`src/rtl/riscv_pkg.sv`:
```
// riscv_pkg: shared fetch types and constants
package riscv_pkg;
    localparam int XLEN_DEFAULT = 32;
    localparam logic [31:0] RESET_PC_DEFAULT = 32'hBFC0_0000;
    localparam logic [31:0] NOP_INSTR = 32'h0000_0013;
    typedef enum logic [1:0] {S_IDLE, S_RUN, S_FLUSH} fetch_state_t;
    typedef struct packed {
        logic [31:0] instr;
        logic [XLEN_DEFAULT-1:0] pc;
    } fetch_entry_t;
endpackage

```
`src/rtl/fetch_queue.sv`:
```
// fetch_queue: prefetch FIFO of fetched words with flush
module fetch_queue
    import riscv_pkg::*;
#(
    parameter int QDEPTH = 2,
    localparam int AW = $clog2(QDEPTH),
    localparam int CW = AW + 1
) (
    input  logic         clk,
    input  logic         rst_n,
    input  logic         flush,
    input  logic         push,
    input  fetch_entry_t push_data,
    input  logic         pop,
    output fetch_entry_t head,
    output logic [CW-1:0] count
);
    fetch_entry_t mem [QDEPTH];
    logic [AW-1:0] wr_ptr, rd_ptr;
    always_ff @(posedge clk) begin
        if (!rst_n) begin
            for (int i = 0; i < QDEPTH; i++) mem[i] <= '{instr: NOP_INSTR, pc: '0};
            wr_ptr <= '0;
            rd_ptr <= '0;
            count <= '0;
        end else if (flush) begin
            wr_ptr <= '0;
            rd_ptr <= '0;
            count <= '0;
        end else begin
            if (push) begin
                mem[wr_ptr] <= push_data;
                wr_ptr <= wr_ptr + AW'(1);
            end
            if (pop) rd_ptr <= rd_ptr + AW'(1);
            count <= count + CW'(push) - CW'(pop);
        end
    end
    assign head = mem[rd_ptr];
    assert property (@(posedge clk) disable iff (!rst_n) !(push && !pop && !flush && count == CW'(QDEPTH)));
endmodule

```
`src/rtl/fetch_unit.sv`:
```
// fetch_unit: PC generation, imem requests and prefetch queue feeding decode
module fetch_unit
    import riscv_pkg::*;
#(
    parameter int XLEN = XLEN_DEFAULT,
    parameter logic [XLEN-1:0] RESET_PC = RESET_PC_DEFAULT,
    parameter int QDEPTH = 2
) (
    input  logic            clk,
    input  logic            rst_n,
    output logic            imem_en,
    output logic [XLEN-1:0] imem_addr,
    input  logic [31:0]     imem_rdata,
    input  logic            redirect_valid,
    input  logic [XLEN-1:0] redirect_pc,
    input  logic            id_ready,
    output logic            if_valid,
    output logic [31:0]     if_instr,
    output logic [XLEN-1:0] if_pc,
    output logic [XLEN-1:0] if_pc_plus4,
    output logic            misalign_err
);
    localparam int CW = $clog2(QDEPTH) + 1;
    localparam int OW = CW + 1;
    fetch_state_t state, state_next;
    logic [XLEN-1:0] fpc, issue_pc;
    logic inflight, drop, pop, push;
    logic [CW-1:0] count;
    logic [OW-1:0] occ;
    fetch_entry_t head, push_data;
    always_ff @(posedge clk) begin
        if (!rst_n) begin
            state <= S_IDLE;
            fpc <= RESET_PC;
            issue_pc <= '0;
            inflight <= 1'b0;
            drop <= 1'b0;
        end else begin
            state <= state_next;
            inflight <= imem_en;
            drop <= redirect_valid && imem_en;
            fpc <= redirect_valid ? {redirect_pc[XLEN-1:2], 2'b00} : imem_en ? fpc + XLEN'(4) : fpc;
            if (imem_en) issue_pc <= fpc;
        end
    end
    always_comb begin
        state_next = redirect_valid ? S_FLUSH : S_RUN;
        occ = OW'(count) - OW'(pop) + OW'(inflight);
        imem_en = state != S_IDLE && !redirect_valid && occ < OW'(QDEPTH);
    end
    assign imem_addr = fpc;
    assign if_valid = count != '0 && !redirect_valid;
    assign pop = if_valid && id_ready;
    assign push = inflight && !drop && state != S_FLUSH;
    assign push_data = '{instr: imem_rdata, pc: issue_pc};
    assign if_instr = head.instr;
    assign if_pc = head.pc;
    assign if_pc_plus4 = count != '0 ? head.pc + XLEN'(4) : '0;
    assign misalign_err = redirect_valid && |redirect_pc[1:0];
    fetch_queue #(.QDEPTH(QDEPTH)) u_queue (
        .clk(clk),
        .rst_n(rst_n),
        .flush(redirect_valid),
        .push(push),
        .push_data(push_data),
        .pop(pop),
        .head(head),
        .count(count)
    );
endmodule

```
`config.mk`:
```
export PLATFORM = sky130hd
export DESIGN_NAME = fetch_unit
export DESIGN_NICKNAME = d
export VERILOG_FILES = /design/src/rtl/riscv_pkg.sv /design/src/rtl/fetch_queue.sv /design/src/rtl/fetch_unit.sv
export SDC_FILE = /design/constraint.sdc
export NUM_CORES = 1
export LEC_CHECK = 0
export BUFFER_PORTS_ARGS = -buffer_cell sky130_fd_sc_hd__buf_2
export CAP_MARGIN = 20
export CORE_MARGIN = 2
export CORE_UTILIZATION = 60
export CTS_CLUSTER_SIZE = 8
export DETAILED_ROUTE_END_ITERATION = 8
export GPL_TIMING_DRIVEN = 0
export PLACE_DENSITY_LB_ADDON = 0.05
export SETUP_SLACK_MARGIN = 0.02
export SLEW_MARGIN = 40
export SYNTH_ARGS = -nofsm -noshare
export SYNTH_HDL_FRONTEND = slang
export SYNTH_SLANG_ARGS = --single-unit
```
`constraint.sdc`:
```
create_clock -name clk -period 10.05 [get_ports clk]
set_clock_uncertainty 0.1 [all_clocks]
set_input_delay 1.005 -clock clk [delete_from_list [all_inputs] [get_ports clk]]
set_output_delay 1.005 -clock clk [all_outputs]
set_load 0.03 [all_outputs]
```
* Word-level counts from Yosys, hierarchy flattened
Memories as Yosys holds them, arrays and structs flattened. A register that Yosys moved wholly into a read port is not among the register bits.
Index checks and enable logic that the tools add are counted.
** Storage, ports and cells
- Register bits after elaboration :: 72
- Memory bits (writable) :: 128
- Bits of input ports :: 68
- Output and inout bits :: 131
- Logic and storage cells :: 51
- Memories kept :: 1
** Memories
- u_queue.mem :: depth 2, bits a word 64, rd ports 1, clocked after Yosys merged registers in 1, wr ports 2, RTL line fetch_queue.sv:18 : fetch_entry_t mem [QDEPTH];
** Operators by class
- Add/subtract/negate cells :: 8
- Magnitude comparators :: 1
- Equality and inequality tests :: 1
- Mux-type cells :: 14
- Bitwise gates (word level) :: 1
- Reductions and logical operators :: 16
** Operators by type and width (count)
- $mux W32 :: 3
- $add A32 B3 Y32 const B :: 2
- $mux W64 :: 1
- $reduce_or A64 Y1 :: 1
- $mux W1 :: 9
- $logic_and A1 B1 Y1 :: 8
- $reduce_bool A2 Y1 :: 3
- $reduce_or A2 Y1 :: 2
- $add A3 B1 Y3 :: 1
- $lt A3 B2 Y1 const B :: 1
- $sub A2 B1 Y3 :: 1
- $add A1 B1 Y1 const B :: 2
- $add A2 B1 Y2 :: 1
- $logic_not A1 Y1 :: 2
- $mux W2 :: 1
- $ne A2 B2 Y1 const B :: 1
- $sub A2 B1 Y2 :: 1
- $not A1 Y1 :: 1

* Longest topological paths before layout
- Depth in word-level cells :: 9
- Depth in mapped cells :: 14
- Mapped depth without buffers :: 13

* By module
A second synthesis with hierarchy kept.
** Second synthesis, totals
- Cell total of the unflattened synthesis :: 891
- Area total of the unflattened synthesis :: 9663.0 um^2
** By module, submodules not included
- fetch_queue :: times used 1, cells each 379, area an instance 5843.1 um^2, seq. area each 3943.8 um^2
- fetch_unit :: times used 1, cells each 512, area an instance 3819.9 um^2, seq. area each 1281.2 um^2

* Worst setup path after synthesis
No wires, ideal clock.
- Path kind :: in2reg
- Start point :: input port redirect_valid
- End point :: memory u_queue.mem[0][10] (netlist name) (enable)
- Setup time :: 0.568 ns
- Arrival :: 5.956 ns
- Required time :: 9.382 ns
- Setup slack :: 3.427 ns
- Stages :: 6
- Path buffers :: 1
- Cells stage by stage :: clkbuf_1 -> clkinv_1 -> nand2_1 -> inv_1 -> nand2_1 -> o21ai_0
** RTL lines
- from (decl) :: RTL line fetch_unit.sv:14 : input logic redirect_valid,
- to (decl) :: RTL line fetch_queue.sv:18

* Final worst setup path
- Start point :: register u_queue.count[1]
- End point :: output port imem_en
** Between the ends
- Longest elaborated chain between the ends :: 7
** RTL lines
- from (decl) :: RTL line fetch_queue.sv:16 : output logic [CW-1:0] count
- from (signal assigned) :: RTL line fetch_queue.sv:36 : count <= count + CW'(push) - CW'(pop);
- $reduce_bool A2 Y1 :: RTL line fetch_unit.sv:52 : assign if_valid = count != '0 && !redirect_valid;
- $logic_and A1 B1 Y1 :: RTL line fetch_unit.sv:52
- $logic_and A1 B1 Y1 :: RTL line fetch_unit.sv:53 : assign pop = if_valid && id_ready;
- named net pop :: RTL line fetch_unit.sv:27 : logic inflight, drop, pop, push;
- $sub A2 B1 Y3 :: RTL line fetch_unit.sv:48 : occ = OW'(count) - OW'(pop) + OW'(inflight);
- $add A3 B1 Y3 :: RTL line fetch_unit.sv:48
- $lt A3 B2 Y1 :: RTL line fetch_unit.sv:49 : imem_en = state != S_IDLE && !redirect_valid && occ < OW'(QDEPTH);
- $logic_and A1 B1 Y1 :: RTL line fetch_unit.sv:49
- to (decl) :: RTL line fetch_unit.sv:11 : output logic imem_en,
The timed path passes the listed nets, and every way through them passes these cells.

==> impl_metrics.json <==
{
  "vdd_ir_drop_max_uv": 134,
  "antenna_found_initial": 0,
  "final.period_utilization_pct": 53.3,
  "nFillCells": 1148,
  "relSlewSlack_pct": 51.4,
  "fp.dieH_um": 131,
  "cts-buffers-inserted": 17,
  "seq_power_share_pct": 51.8,
  "cts-resized-gates": 0,
  "p_int_mw": 1.28,
  "drv_slew": 0,
  "grt_first_pass_wirelength_um": 35300,
  "switching_share_pct": 25.9,
  "grt_usage_pct": 26.9,
  "hold_buffers": 0,
  "synth-main-ff-cell": "edfxtp_1",
  "drt_iter0_markers": 508,
  "clock_sinks": 193,
  "core-area_mm2": 0.0158,
  "setup_tns_ns": 0,
  "yosys-top-cells-area": "edfxtp_1, dfxtp_1, and2_1",
  "required_ns": 8.95,
  "final_cell_mix": "buf_2, and2_1, edfxtp_1, nand2_1, dfxtp_1",
  "routed_via_density": 5.63,
  "die_area_mm2": 0.0172,
  "gp_congestion": 0.906,
  "tightest_slew_ns": 0.723,
  "yosys_warnings": 0,
  "root_buffer": "clkbuf_16",
  "clkTransAtPathRegs_ns": 0.07,
  "n_antenna_cell": 0,
  "grt_start_max_net_pins": 35,
  "rsz0062_at_grt": "false",
  "start_util_pct": 61.2,
  "post_cts_buffers": 0,
  "drt_pass1_iterations": 7,
  "ios": 199,
  "drc_errors": 0,
  "finalCriticalPeriod_ns": 5.36,
  "cts_tree": "built",
  "power-per-cell-area_mw_per_mm2": 149,
  "ys_types": 75,
  "synth_top_area_cell": "edfxtp_1",
  "timing.final.ws_setup_ns": 4.69,
  "multi_input_area_mm2": 0.00425,
  "setup_violations": 0,
  "syn_area_per_cell_um2": 10.8,
  "clkLatencyLatePin_ns": 0.43,
  "p_clk_share_pct": 38.5,
  "synth-edff-count": 124,
  "synth-seq-cells": 193,
  "critPathMaxStageDelay_ns": 0.48,
  "first_global_vias": 7059,
  "synthArstFlopShare_pct": 0,
  "fp.dieW_um": 131,
  "timing.fmax_mhz": 187,
  "hold_path_class": "reg -> reg",
  "final_nets": 1188,
  "area_growth_pct": 20.0,
  "crit_slowest_cell": "nor2_1",
  "antenna_left": 0,
  "status": "finished clean",
  "cp.arrival_ns": 4.26,
  "dp_hpwl_um": 16900,
  "overflow": 0,
  "wire_per_inst_um": 16.8,
  "vias": 7567,
  "htree_num_levels": 4,
  "synth_top_area_share_pct": 38.5,
  "final_common_cell": "buf_2",
  "register_area_mm2": 0.00510,
  "seq_area_frac_synth_pct": 52.7,
  "critPathLaunchType": "register",
  "p_sw_mw": 0.449,
  "worstPathCellList": "nor2_1 > nor2_1 > and2_1 > ha_1 > inv_1 > nand2_1 > fa_1 > xnor2_2 > nand4_1 > inv_2 > clkbuf_1 > buf_2 > buf_2",
  "synth_area_mm2": 0.00968,
  "hold_viol_final": 0,
  "place_ws_ns": 4.82,
  "drv.max_cap_violation_count": 0,
  "final_layout_size_suffix_gt1_share_pct": 29.2,
  "power.leakage_nw": 4.78,
  "syn_inst": 894,
  "path_max_fanout": 10,
  "critPathKind": "reg -> out",
  "clockBufferDepth": 2,
  "num_rows": 46,
  "worstSetupEndpointType": "output port",
  "numPortBuffers": 191,
  "p_comb_share_pct": 9.7,
  "routed_wl_um": 22600
}
-- registers in the layout, indices dropped and copies added, names as in the netlist, named ones only --
register	cells
u_queue.mem	124
imem_addr	30
issue_pc	30
state	2
u_queue.count	2
drop	1
inflight	1
u_queue.rd_ptr	1
u_queue.wr_ptr	1
-- per-layer routing --
metal | vias to the layer above | track usage (%) | part of all wire [%]
met5 | - | 0 | 0
met4 | 0 | 7.88 | 1.3
met3 | 23 | 5.37 | 7.6
met2 | 332 | 44.3 | 46
met1 | 3563 | 36.5 | 45
li1 | 3649 | - | -
-- area by class of cell --
class                           instances  area share [%]
Inverter                               21           0.679
Clock inverter                         15            1.40
Clock buffer                           17            3.66
Tap cell                              216            2.33
Sequential cell                       193            44.0
Multi-Input combinational cell        628            36.6
Timing Repair Buffer                  195            8.90
Buffer                                 58            2.45
-- cells by family after synthesis --
| logic type | count (synthesis) | synth area share, % |
|---|---|---|
| xor gates and xnor gates | 21 | 1.98 |
| adders and majority gates | 6 | 0.853 |
| AOI/OAI and AO/OA | 139 | 10.6 |
| other | 1 | 0.0387 |
| buffers and inverters | 79 | 3.75 |
| muxes | 65 | 7.47 |
| DFF | 193 | 52.7 |
| and+or+nand+nor | 390 | 22.6 |
-- cells in the mapped netlist, types with 10 or more instances --
master    count
nand4_1      21
and3_1       10
edfxtp_1    124
o21ai_0      19
nand3_1      21
dfxtp_1      69
nand2_1     107
nor2b_1      10
a21oi_1      13
nor2_1       35
nor3_1       15
inv_1        19
and2_1      124
mux2_2       57
buf_2        14
xnor2_1      13
a21boi_0     42
clkbuf_1     33
-- critical path: cells and delay by family (launching register included) --
| kind | cells | cell delay [ns] |
|---|---|---|
| AND/OR/NAND/NOR | 5 | 1.18 |
| flip-flops | 1 | 0.40 |
| buffers and inverters | 5 | 1.29 |
| XOR/XNOR | 1 | 0.20 |
| adder cells (fa/ha/maj) | 2 | 0.76 |
-- worst paths after layout --
kind / from / endpoint / slack [ns] / cells past startpoint
worst max-delay path: u_queue.count[1] / imem_en / 4.69 / 13
worst max register to register: u_queue.count[1] / issue_pc[19] / 6.00 / 14
worst min-delay path: issue_pc[20] / issue_pc[20] / 0.37 / 2
worst min register to register: issue_pc[20] / issue_pc[20] / 0.37 / 2
-- through the flow --
stage	area, um2	hold WS, ns	util, %	total power [mW]	std cells
2_1_floorplan	9700	0.347	-	1.02	900
3_3_place_gp	10900	0.357	69.0	1.08	1307
3_5_place_dp	11000	0.363	69.7	1.08	1311
4_1_cts	11600	0.373	73.4	1.74	1343
5_1_grt	11600	0.398	73.4	1.79	1343
6_report	11600	0.367	73.4	1.73	1343
-- power groups by stage --
stage                     sequential (mW)  combinational (mW)  clock, mW
after floorplan                     0.925              0.0948          0
after global placement              0.918               0.162          0
after detailed placement            0.915               0.167          0
after CTS                           0.897               0.168      0.675
after global routing                0.902               0.182      0.708
final                               0.898               0.168      0.668
Note: power is estimated with default switching activity, not from simulation.
